==> src/rtl/fpu_add_arbiter_pkg.sv <==
`default_nettype none
// +----------------------------------------------------------------------------+
// | Package     : FPU_p                                                        |
// | Description : Shared float word layout and the issue-tag record used to    |
// |               route adder results back to the requester that issued them.  |
// | Contents    : float_t  - sign/exponent/mantissa, packed MSB to LSB         |
// |               tag_t    - {live, index} record carried beside the adder     |
// |               MAX_REQ_BITS - index width of tag_t (supports 16 requesters) |
// | Revision    : 1.0 - initial release                                        |
// +----------------------------------------------------------------------------+
package FPU_p;

  localparam int MAX_REQ_BITS = 4;

  // Default single-precision geometry; the arbiter itself is width-generic
  // and only relies on the sign/exp/mant packing order shown here.
  localparam int N_EXP_DEF  = 8;
  localparam int N_MANT_DEF = 23;

  typedef struct packed {
    logic                  sign;
    logic [N_EXP_DEF-1:0]  exp;
    logic [N_MANT_DEF-1:0] mant;
  } float_t;

  typedef struct packed {
    logic                    live;
    logic [MAX_REQ_BITS-1:0] index;
  } tag_t;

endpackage
`default_nettype wire

==> src/rtl/fpu_add_arbiter_rr.sv <==
`default_nettype none
// +----------------------------------------------------------------------------+
// | Module      : rr_arbiter                                                   |
// | Description : Purely combinational round-robin grant. Searches upward from |
// |               ptr, wrapping at N-1, and grants the first active request.   |
// | Ports       : req [N]  - request vector                                    |
// |               ptr [PW] - first index to consider                           |
// |               en       - when low no grant is produced                     |
// |               gnt [N]  - one-hot grant (all zero when nothing granted)     |
// | Revision    : 1.0 - initial release                                        |
// +----------------------------------------------------------------------------+
module rr_arbiter #(
  parameter int N  = 4,
  parameter int PW = $clog2(N)
) (
  input  logic [N-1:0]  req,
  input  logic [PW-1:0] ptr,
  input  logic          en,
  output logic [N-1:0]  gnt
);

  logic          w_found;
  logic [PW-1:0] w_idx;

  always_comb begin
    gnt     = '0;
    w_found = 1'b0;
    w_idx   = '0;
    for (int i = 0; i < N; i++) begin
      // Visit ptr, ptr+1, ... modulo N; the first hit wins.
      w_idx = PW'((int'(ptr) + i) % N);
      if (en && !w_found && req[w_idx]) begin
        gnt[w_idx] = 1'b1;
        w_found    = 1'b1;
      end
    end
  end

endmodule
`default_nettype wire

==> src/rtl/fpu_add_arbiter.sv <==
`default_nettype none
// +----------------------------------------------------------------------------+
// | Module      : fpu_add_arbiter                                              |
// | Description : Shares one pipelined floating-point adder between N_REQ      |
// |               requesters. One operand pair is issued per cycle; a tag      |
// |               pipeline matched to the adder latency steers each result     |
// |               back to the requester that issued it.                        |
// | Ports       : clk, rst (sync, active-low), en (grant enable)               |
// |               req_valid/req_ready, req_a/req_b  - requester handshake      |
// |               fpu_a/fpu_b/fpu_en, fpu_result    - external adder           |
// |               resp_valid/resp_data              - routed results           |
// |               busy, op_count                    - status                   |
// | Revision    : 1.0 - initial release                                        |
// +----------------------------------------------------------------------------+
module fpu_add_arbiter
  import FPU_p::*;
#(
  parameter int N_REQ   = 4,
  parameter int n_exp   = 8,
  parameter int n_mant  = 23,
  parameter int FPU_LAT = 2,
  parameter int W       = 1 + n_exp + n_mant
) (
  input  logic               clk,
  input  logic               rst,
  input  logic               en,
  input  logic [N_REQ-1:0]   req_valid,
  output logic [N_REQ-1:0]   req_ready,
  input  logic [N_REQ*W-1:0] req_a,
  input  logic [N_REQ*W-1:0] req_b,
  output logic [W-1:0]       fpu_a,
  output logic [W-1:0]       fpu_b,
  output logic               fpu_en,
  input  logic [W-1:0]       fpu_result,
  output logic [N_REQ-1:0]   resp_valid,
  output logic [W-1:0]       resp_data,
  output logic               busy,
  output logic [15:0]        op_count
);

  localparam int c_PW = $clog2(N_REQ);

  logic [N_REQ-1:0] w_gnt;
  logic             w_grant;
  logic [c_PW-1:0]  w_gidx;
  logic             w_busy;

  logic [c_PW-1:0]  ptr_q, ptr_d;
  logic [W-1:0]     fpu_a_q, fpu_b_q;
  logic             fpu_en_q;
  tag_t             tag_q [0:FPU_LAT];
  logic [N_REQ-1:0] resp_valid_q;
  logic [W-1:0]     resp_data_q;
  logic [15:0]      op_count_q;

  // Reset also masks the grant so nothing handshakes during the reset cycle.
  rr_arbiter #(
    .N  (N_REQ),
    .PW (c_PW)
  ) u_arb (
    .req (req_valid),
    .ptr (ptr_q),
    .en  (en & rst),
    .gnt (w_gnt)
  );

  assign w_grant = |w_gnt;

  always_comb begin
    w_gidx = '0;
    for (int i = 0; i < N_REQ; i++) begin
      if (w_gnt[i]) begin
        w_gidx = c_PW'(i);
      end
    end
  end

  always_comb begin
    ptr_d = ptr_q;
    if (w_grant) begin
      ptr_d = (w_gidx == c_PW'(N_REQ - 1)) ? '0 : w_gidx + c_PW'(1);
    end
  end

  always_ff @(posedge clk) begin
    if (!rst) begin
      ptr_q        <= '0;
      fpu_a_q      <= '0;
      fpu_b_q      <= '0;
      fpu_en_q     <= 1'b0;
      resp_valid_q <= '0;
      resp_data_q  <= '0;
      op_count_q   <= '0;
      for (int s = 0; s <= FPU_LAT; s++) begin
        tag_q[s] <= '0;
      end
    end else begin
      ptr_q    <= ptr_d;
      fpu_en_q <= w_grant;
      if (w_grant) begin
        fpu_a_q    <= req_a[W*w_gidx +: W];
        fpu_b_q    <= req_b[W*w_gidx +: W];
        op_count_q <= op_count_q + 16'd1;
      end

      // Stage 0 sits alongside fpu_a/fpu_b; stage FPU_LAT lines up with the
      // cycle in which the adder presents the matching fpu_result.
      tag_q[0].live  <= w_grant;
      tag_q[0].index <= MAX_REQ_BITS'(w_gidx);
      for (int s = 1; s <= FPU_LAT; s++) begin
        tag_q[s] <= tag_q[s-1];
      end

      if (tag_q[FPU_LAT].live) begin
        resp_valid_q <= N_REQ'(1) << tag_q[FPU_LAT].index;
        resp_data_q  <= fpu_result;
      end else begin
        resp_valid_q <= '0;
      end
    end
  end

  always_comb begin
    w_busy = fpu_en_q;
    for (int s = 0; s <= FPU_LAT; s++) begin
      w_busy = w_busy | tag_q[s].live;
    end
  end

  assign req_ready  = w_gnt;
  assign fpu_a      = fpu_a_q;
  assign fpu_b      = fpu_b_q;
  assign fpu_en     = fpu_en_q;
  assign resp_valid = resp_valid_q;
  assign resp_data  = resp_data_q;
  assign busy       = w_busy;
  assign op_count   = op_count_q;

endmodule
`default_nettype wire

==> config.mk <==
export PLATFORM = sky130hd
export DESIGN_NAME = fpu_add_arbiter
export DESIGN_NICKNAME = d
export VERILOG_FILES = /design/src/rtl/fpu_add_arbiter_pkg.sv /design/src/rtl/fpu_add_arbiter_rr.sv /design/src/rtl/fpu_add_arbiter.sv
export SDC_FILE = /design/constraint.sdc
export NUM_CORES = 1
export LEC_CHECK = 0
export BUFFER_PORTS_ARGS = -buffer_cell sky130_fd_sc_hd__buf_2
export CAP_MARGIN = 20
export CORE_AREA = 2 2 162 164
export CTS_BUF_LIST = sky130_fd_sc_hd__clkbuf_4
export CTS_CLUSTER_SIZE = 14
export DETAILED_ROUTE_END_ITERATION = 10
export DIE_AREA = 0 0 164 166
export GPL_TIMING_DRIVEN = 0
export HOLD_SLACK_MARGIN = 0.12
export PLACE_DENSITY = 0.6
export SLEW_MARGIN = 20
export SYNTH_ARGS = -nofsm -noshare
export SYNTH_HDL_FRONTEND = slang
export SYNTH_SLANG_ARGS = --single-unit
export TNS_END_PERCENT = 1
==> constraint.sdc <==
create_clock -name clk -period 6 [get_ports clk]
set_input_delay 0.9 -clock clk [delete_from_list [all_inputs] [get_ports clk]]
set_output_delay 0.9 -clock clk [all_outputs]
set_load 0.05 [all_outputs]
======== Word-level counts from Yosys, hierarchy flattened ========
Memories as Yosys holds them, arrays and structs flattened.
Cells that the tools add are included.
word-level totals
  register bits ........................... 119
  RAM bits ................................ 15
  output and inout bits ................... 122
  memories ................................ 1
operators by class
  add/subtract/negate cells ............... 5
  magnitude comparators ................... 8
  equal/unequal tests ..................... 1
  shifts and indexed selects .............. 3
  mux-type cells .......................... 33
  bitwise operators ....................... 11
  reduce and logical (&&, ||, !) cells .... 16
memories
  name   words  width  rd ports  clocked after Yosys merged registers in  wr ports  RTL line               RTL
  tag_q  3      5      3         0                                        3         fpu_add_arbiter.sv:51  tag_t tag_q [0:FPU_LAT];
operators by type and width
  operator                                             count
  variable part select 128 x 8 -> 32 bit               2
  2-to-1 mux 4 bit                                     5
  adder 16 x 1 -> 16 bit, second input constant        1
  2-to-1 mux 1 bit                                     15
  < comparator 2 x 3 -> 1 bit, second input constant   4
  bitwise OR 4 bit                                     3
  logical AND 1 bit                                    11
  2-to-1 mux 5 bit                                     2
  binary-select mux 1 bit (select 2 bit)               4
  demux 1 bit (select 2 bit)                           4
  >= comparator 2 x 1 -> 1 bit, second input constant  4
  bitwise OR 1 bit                                     7
  2-to-1 mux 2 bit                                     3
  adder 2 x 1 -> 2 bit, second input constant          2
  adder 2 bit, second input constant                   2
  OR reduction 4 bit                                   1
  left shift 1 x 4 -> 4 bit, first input constant      1
  logical NOT 1 bit                                    3
  equality test 2 bit, second input constant           1
  AND reduction 2 bit                                  1
  bitwise AND 1 bit                                    1

======== Longest topological paths before layout ========
  word-level depth ........................ 21
  gate-level depth with buffers ........... 13
  gate-level depth less buffers ........... 10

======== Cells and area by module ========
A second synthesis with hierarchy kept.
unflattened totals
  cell total of the unflattened synthesis .. 787
  area total of the unflattened synthesis .. 6477.5 um2
by module, submodules not included
  module           instances  cells each  area each (um2)  seq. area each (um2)
  fpu_add_arbiter  1          744         6092.1           2542.4
  rr_arbiter       1          43          385.4            0.0

======== Least setup slack after synthesis ========
OpenSTA, ideal clock, no wires.
  kind .................................... register to output
  start ................................... register ptr_q[0]
  end ..................................... output req_ready[3]
  arrival ................................. 3655 ps
  required time ........................... 5100 ps
  path slack .............................. 1445 ps
  cell stages (with the launch flop) ...... 13
  path through ............................ dfxtp_1 > clkbuf_1 > inv_1 > ha_1 > mux4_2 > or2_0 > clkbuf_2 > or4_4 > and2_1 > clkbuf_1 > clkbuf_1 > buf_4 > inv_1
between the ends
  cells in the longest elaborated chain, start to end .. 16
RTL lines
  item                                                                                  RTL line                  RTL
  start, declared                                                                       fpu_add_arbiter.sv:48     logic [c_PW-1:0] ptr_q, ptr_d;
  start signal, assigned                                                                fpu_add_arbiter.sv:98     ptr_q <= ptr_d;
  parallel branches: the longest is 15 deep, another holds < comparator 2 x 3 -> 1 bit  --
  2-to-1 mux 4 bit *                                                                    fpu_add_arbiter_rr.sv:32  if (en && !w_found && req[w_idx]) begin
  end, declared                                                                         fpu_add_arbiter.sv:28     output logic [N_REQ-1:0] req_ready,
Every way passes the cells marked *. The select of a mux whose other input is x is not followed.

======== Final worst setup path ========
Same ends and word-level chain as after synthesis.

==> key figures <==
STA
  • Final Hold Fails: 0
  • Aggregate negative setup slack: 0 ns
  • Setup repair after global routing missed its margin: no
  • Crit share post-route: 93.48%
  • Slew Limit Fails: 0
  • Worst Tran Pin Value: 1.022 ns
  • Fmax: 0.1783 GHz
  • Clk_skew: 0.02431 ns
  • Count of endpoints failing setup in the final report: 0
  • Max-Slew Margin vs Limit: 31.64%
  • Min Tclk post-route: 5.609 ns

Global route
  • Pin count of the biggest net entering global routing: 17
  • First-pass GRT wire length: 39740 um
  • Overall Global Routing Usage: 19.25%
  • Antenna violations before repair: 3
  • Global route overflow: 0
  • Vias in the first global route: 6685

Power and ir drop
  • Internal power of the cells: 1705 uW
  • Switching power: 1555 uW
  • Leak Pwr: 0.003968 uW
  • Worst vdd rail ir drop: 0.1838 mV
  • PD cells: 363.0 mW/mm2
  • Part of the power in combinational logic: 47.4%
  • Net switching share of the total power: 47.71%
  • Power share of the clock group: 19.0%
  • Part of the power in registers: 33.6%

Synthesis
  • Area fraction in compound gates after synthesis: 21.11%
  • Number of flops mapped to enable cells by yosys: 0
  • Post-synth ARST share: 0%
  • Count of distinct cell types in the synthesized netlist: 50
  • Synthesized instance count: 647
  • Most used DFF post-synth: sky130_fd_sc_hd__dfxtp_1
  • Syn Nets: 950
  • Synthesized area per cell: 9.565 um2
  • Xor and xnor area share after synthesis: 0.1415%
  • Share of synthesized area spent on multiplexers: 18.32%
  • Summed instance area of the synthesized netlist: 0.006188 mm2
  • Arithmetic-cell share of the synthesized area counting full adders, half adders and majority gates: 1.617%
  • Warning count from the yosys run: 0
  • Post-synthesis simple-gate area fraction: 12.88%
  • Dominant combinational cell family by area after synthesis: compound AO/OA/AOI/OAI gates
  • Proportion of synthesized chip area in sequential cells: 41.08%
  • #FFs+latches synth: 127

Min path
  • Hold WC Path Type: register to register
  • Number of stages on the worst hold path: 1
  • Worst Hold Endpoint: tag_q[0][11]
  • Hold path startpoint: tag_q[0][6]

Layout
  • Number of nets in the final layout: 1384
  • Most frequent standard cell in the layout excluding fill and tap cells: sky130_fd_sc_hd__buf_2
  • Layout overhead on the synthesized area: 45.11%
  • Share of final-layout standard cells stronger than drive strength 1: 43.69%
  • Post-Layout Inst Area: 0.008980 mm2
  • Most used cells in the layout excluding fill and tap cells: sky130_fd_sc_hd__buf_2, sky130_fd_sc_hd__dfxtp_1, sky130_fd_sc_hd__nor2_1, sky130_fd_sc_hd__mux2i_1, sky130_fd_sc_hd__a211oi_1

Clocking
  • Clock network latency to the later pin of the worst-skew pair: 0.54 ns
  • Sink Count: 127
  • Number of CTS-inserted buffers: 17
  • Number of buffers inserted by hold repair at cts: 0
  • CTS Buffer Depth: 2
  • Count of instances resized after the clock tree is built: 0
  • CTS H-Tree Depth: 4
  • Post-CTS setup-driven buffer insertion count: 0
  • Clock tree root driver cell: sky130_fd_sc_hd__clkbuf_4
  • CTS tree: done
  • CTS clk-pin slew, worst paths: 0.12 ns

Setup path
  • Cells traversed along the worst timing path: clkbuf_2 -> inv_1 -> ha_1 -> mux4_2 -> or2_0 -> clkbuf_2 -> or4_4 -> and2_1 -> clkbuf_1 -> clkbuf_1 -> buf_4 -> inv_1 -> buf_2
  • Number of buffers and inverters on the critical path: 8
  • Slowest cell on the critical path: sky130_fd_sc_hd__mux4_2
  • Data required time at the worst endpoint: 5.10 ns
  • Worst setup EP type: output port
  • R2R Path Start: ptr_q[0]
  • Crit path DAT: 4.71 ns
  • CP Max Fanout: 10
  • Register-to-register setup slack: 1.62 ns
  • Largest incremental delay on the critical path: 0.61 ns
  • Setup crit start kind: register
  • Path depth of the worst reg2reg path: 13
  • Critical Setup Path Class: register to output port
  • Cell family contributing the most delay on the critical path: buffers and inverters
  • Reg-to-reg endpoint: fpu_a[7]

Routing
  • First-pass iteration count of the detailed router: 5
  • Routed wire per std cell: 18.82 um
  • Initial DRC Count: 323
  • Final Routed Wirelength: 26950 um
  • Drc violations: 0
  • Final ANT Viol Nets: 0
  • Detailed-route via count: 6852
  • Average vias per placed instance: 4.785

Placed design
  • Sum of net half-perimeters after detailed placement: 21340 um
  • RePlAce Congestion: 0.9113
  • Count of port buffers added during placement: 415
  • Post-place instance area: 0.008685 mm2

Die
  • Starting Density: 24.16%
  • Area inside the core boundary: 0.02562 mm2
  • Number of placed I/O pins: 417
  • Die ar.: 0.02722 mm2
  • Width of the die: 164 um
  • Total number of placement rows: 59
  • Die height: 166 um

Run status
  • Run status: finished, final reports clean

Run
  • Max-capacitance violation count: 0
-- per-layer routing --
metal	wire [um]	share of wire [%]	vias to the layer above	track usage (%)
li1	-	-	3337	-
met5	0	0	-	0
met3	1949	7.2	31	4.770
met2	13610	50	307	34.00
met4	550	2.0	0	5.683
met1	10840	40	3177	22.87
-- synthesized netlist by cell type, types with 2 or more instances --
cell type	instances	area share (%)
sky130_fd_sc_hd__a22oi_1	3	0.36
sky130_fd_sc_hd__buf_2	10	0.81
sky130_fd_sc_hd__nand3b_1	2	0.24
sky130_fd_sc_hd__mux4_2	5	1.8
sky130_fd_sc_hd__nand2b_1	3	0.30
sky130_fd_sc_hd__nor3b_1	3	0.36
sky130_fd_sc_hd__a21oi_1	15	1.2
sky130_fd_sc_hd__buf_4	9	1.1
sky130_fd_sc_hd__o22ai_1	3	0.30
sky130_fd_sc_hd__nor2b_1	5	0.51
sky130_fd_sc_hd__o31ai_1	8	0.97
sky130_fd_sc_hd__nand3_1	4	0.32
sky130_fd_sc_hd__a211oi_1	66	8.0
sky130_fd_sc_hd__mux2i_1	102	16
sky130_fd_sc_hd__nor2_1	102	6.2
sky130_fd_sc_hd__and3_1	4	0.40
sky130_fd_sc_hd__nand4_1	4	0.40
sky130_fd_sc_hd__a21o_1	2	0.24
sky130_fd_sc_hd__nand2_1	20	1.2
sky130_fd_sc_hd__clkbuf_1	35	2.1
sky130_fd_sc_hd__or4_1	7	0.85
sky130_fd_sc_hd__inv_1	3	0.18
sky130_fd_sc_hd__and2_1	7	0.71
sky130_fd_sc_hd__or3_1	2	0.20
sky130_fd_sc_hd__dfxtp_1	127	41
sky130_fd_sc_hd__ha_1	8	1.6
sky130_fd_sc_hd__buf_1	2	0.12
sky130_fd_sc_hd__o221ai_1	64	9.1
-- stage by stage --
| stage | worst slack (ns) | total power (uW) | util [%] | hold slack, ns | instances |
|---|---|---|---|---|---|
| CTS | 0.1021 | 3305 | 35.02 | 0.4446 | 1429 |
| finish | 0.3910 | 3260 | 35.06 | 0.4376 | 1432 |
| global route | 0.08792 | 3454 | 35.06 | 0.4646 | 1432 |
| global placement | 0.8020 | 2658 | 33.90 | 0.4204 | 1397 |
| floorplan | 1.445 | 2192 | - | 0.4119 | 647 |
| detailed placement | 0.7630 | 2669 | 33.90 | 0.4206 | 1397 |
-- worst max path at each step --
| stage | startpoint | endpoint | cells past startpoint |
|---|---|---|---|
| finish | ptr_q[0] | req_ready[3] | 13 |
| global route | ptr_q[0] | req_ready[3] | 13 |
| CTS | ptr_q[0] | req_ready[3] | 13 |
| detailed placement | ptr_q[0] | req_ready[3] | 13 |
| global placement | ptr_q[0] | req_ready[3] | 13 |
| floorplan | ptr_q[0] | req_ready[3] | 12 |
-- area by class of cell --
type	count	area, um2
diodes	3	7.507
well taps	335	419.2
multi-input cells	456	3346
clock buffers	17	127.6
inverters	5	18.77
flip-flops and latches	127	2542
plain buffers	59	282.8
clock inverters	15	158.9
fillers	2727	16640
repair buffers	415	2077
-- power by group through the flow --
stage / Combinational [uW] / Clock [uW] / Sequential, uW
floorplan: 569 / 0 / 1620
global placement: 1550 / 0 / 1110
detailed placement: 1560 / 0 / 1110
CTS: 1560 / 650 / 1090
global route: 1650 / 684 / 1120
finish: 1550 / 619 / 1090
-- worst register-to-register path, cell delays in order (launching register included) --
cell	delay [ns]
sky130_fd_sc_hd__dfxtp_1	0.46
sky130_fd_sc_hd__clkbuf_2	0.25
sky130_fd_sc_hd__inv_1	0.16
sky130_fd_sc_hd__ha_1	0.42
sky130_fd_sc_hd__mux4_2	0.61
sky130_fd_sc_hd__or2_0	0.22
sky130_fd_sc_hd__clkbuf_2	0.15
sky130_fd_sc_hd__or4_4	0.53
sky130_fd_sc_hd__and2_1	0.18
sky130_fd_sc_hd__clkbuf_1	0.17
sky130_fd_sc_hd__clkbuf_1	0.34
sky130_fd_sc_hd__clkbuf_1	0.37
sky130_fd_sc_hd__o221ai_1	0.33
sky130_fd_sc_hd__a211oi_1	0.07
-- sequential cells by signal, summed over array words and instances (netlist names) --
signal and flops:
resp_data 32, fpu_a 32, op_count 16, tag_q 9
ptr_q 2, fpu_b 32, resp_valid 4
-- cells by family (layout without fill, tap and decap cells) --
| kind of cell | Yosys count | after routing |
|---|---|---|
| AND/OR/NAND/NOR | 172 | 172 |
| flip-flops | 127 | 127 |
| other | 0 | 3 |
| buffers and inverters | 64 | 511 |
| AO/OA/AOI/OAI | 168 | 168 |
| adder cells (fa/ha/maj) | 8 | 8 |
| multiplexers | 107 | 107 |
| XOR/XNOR | 1 | 1 |
Power figures use the tool's default switching activity.
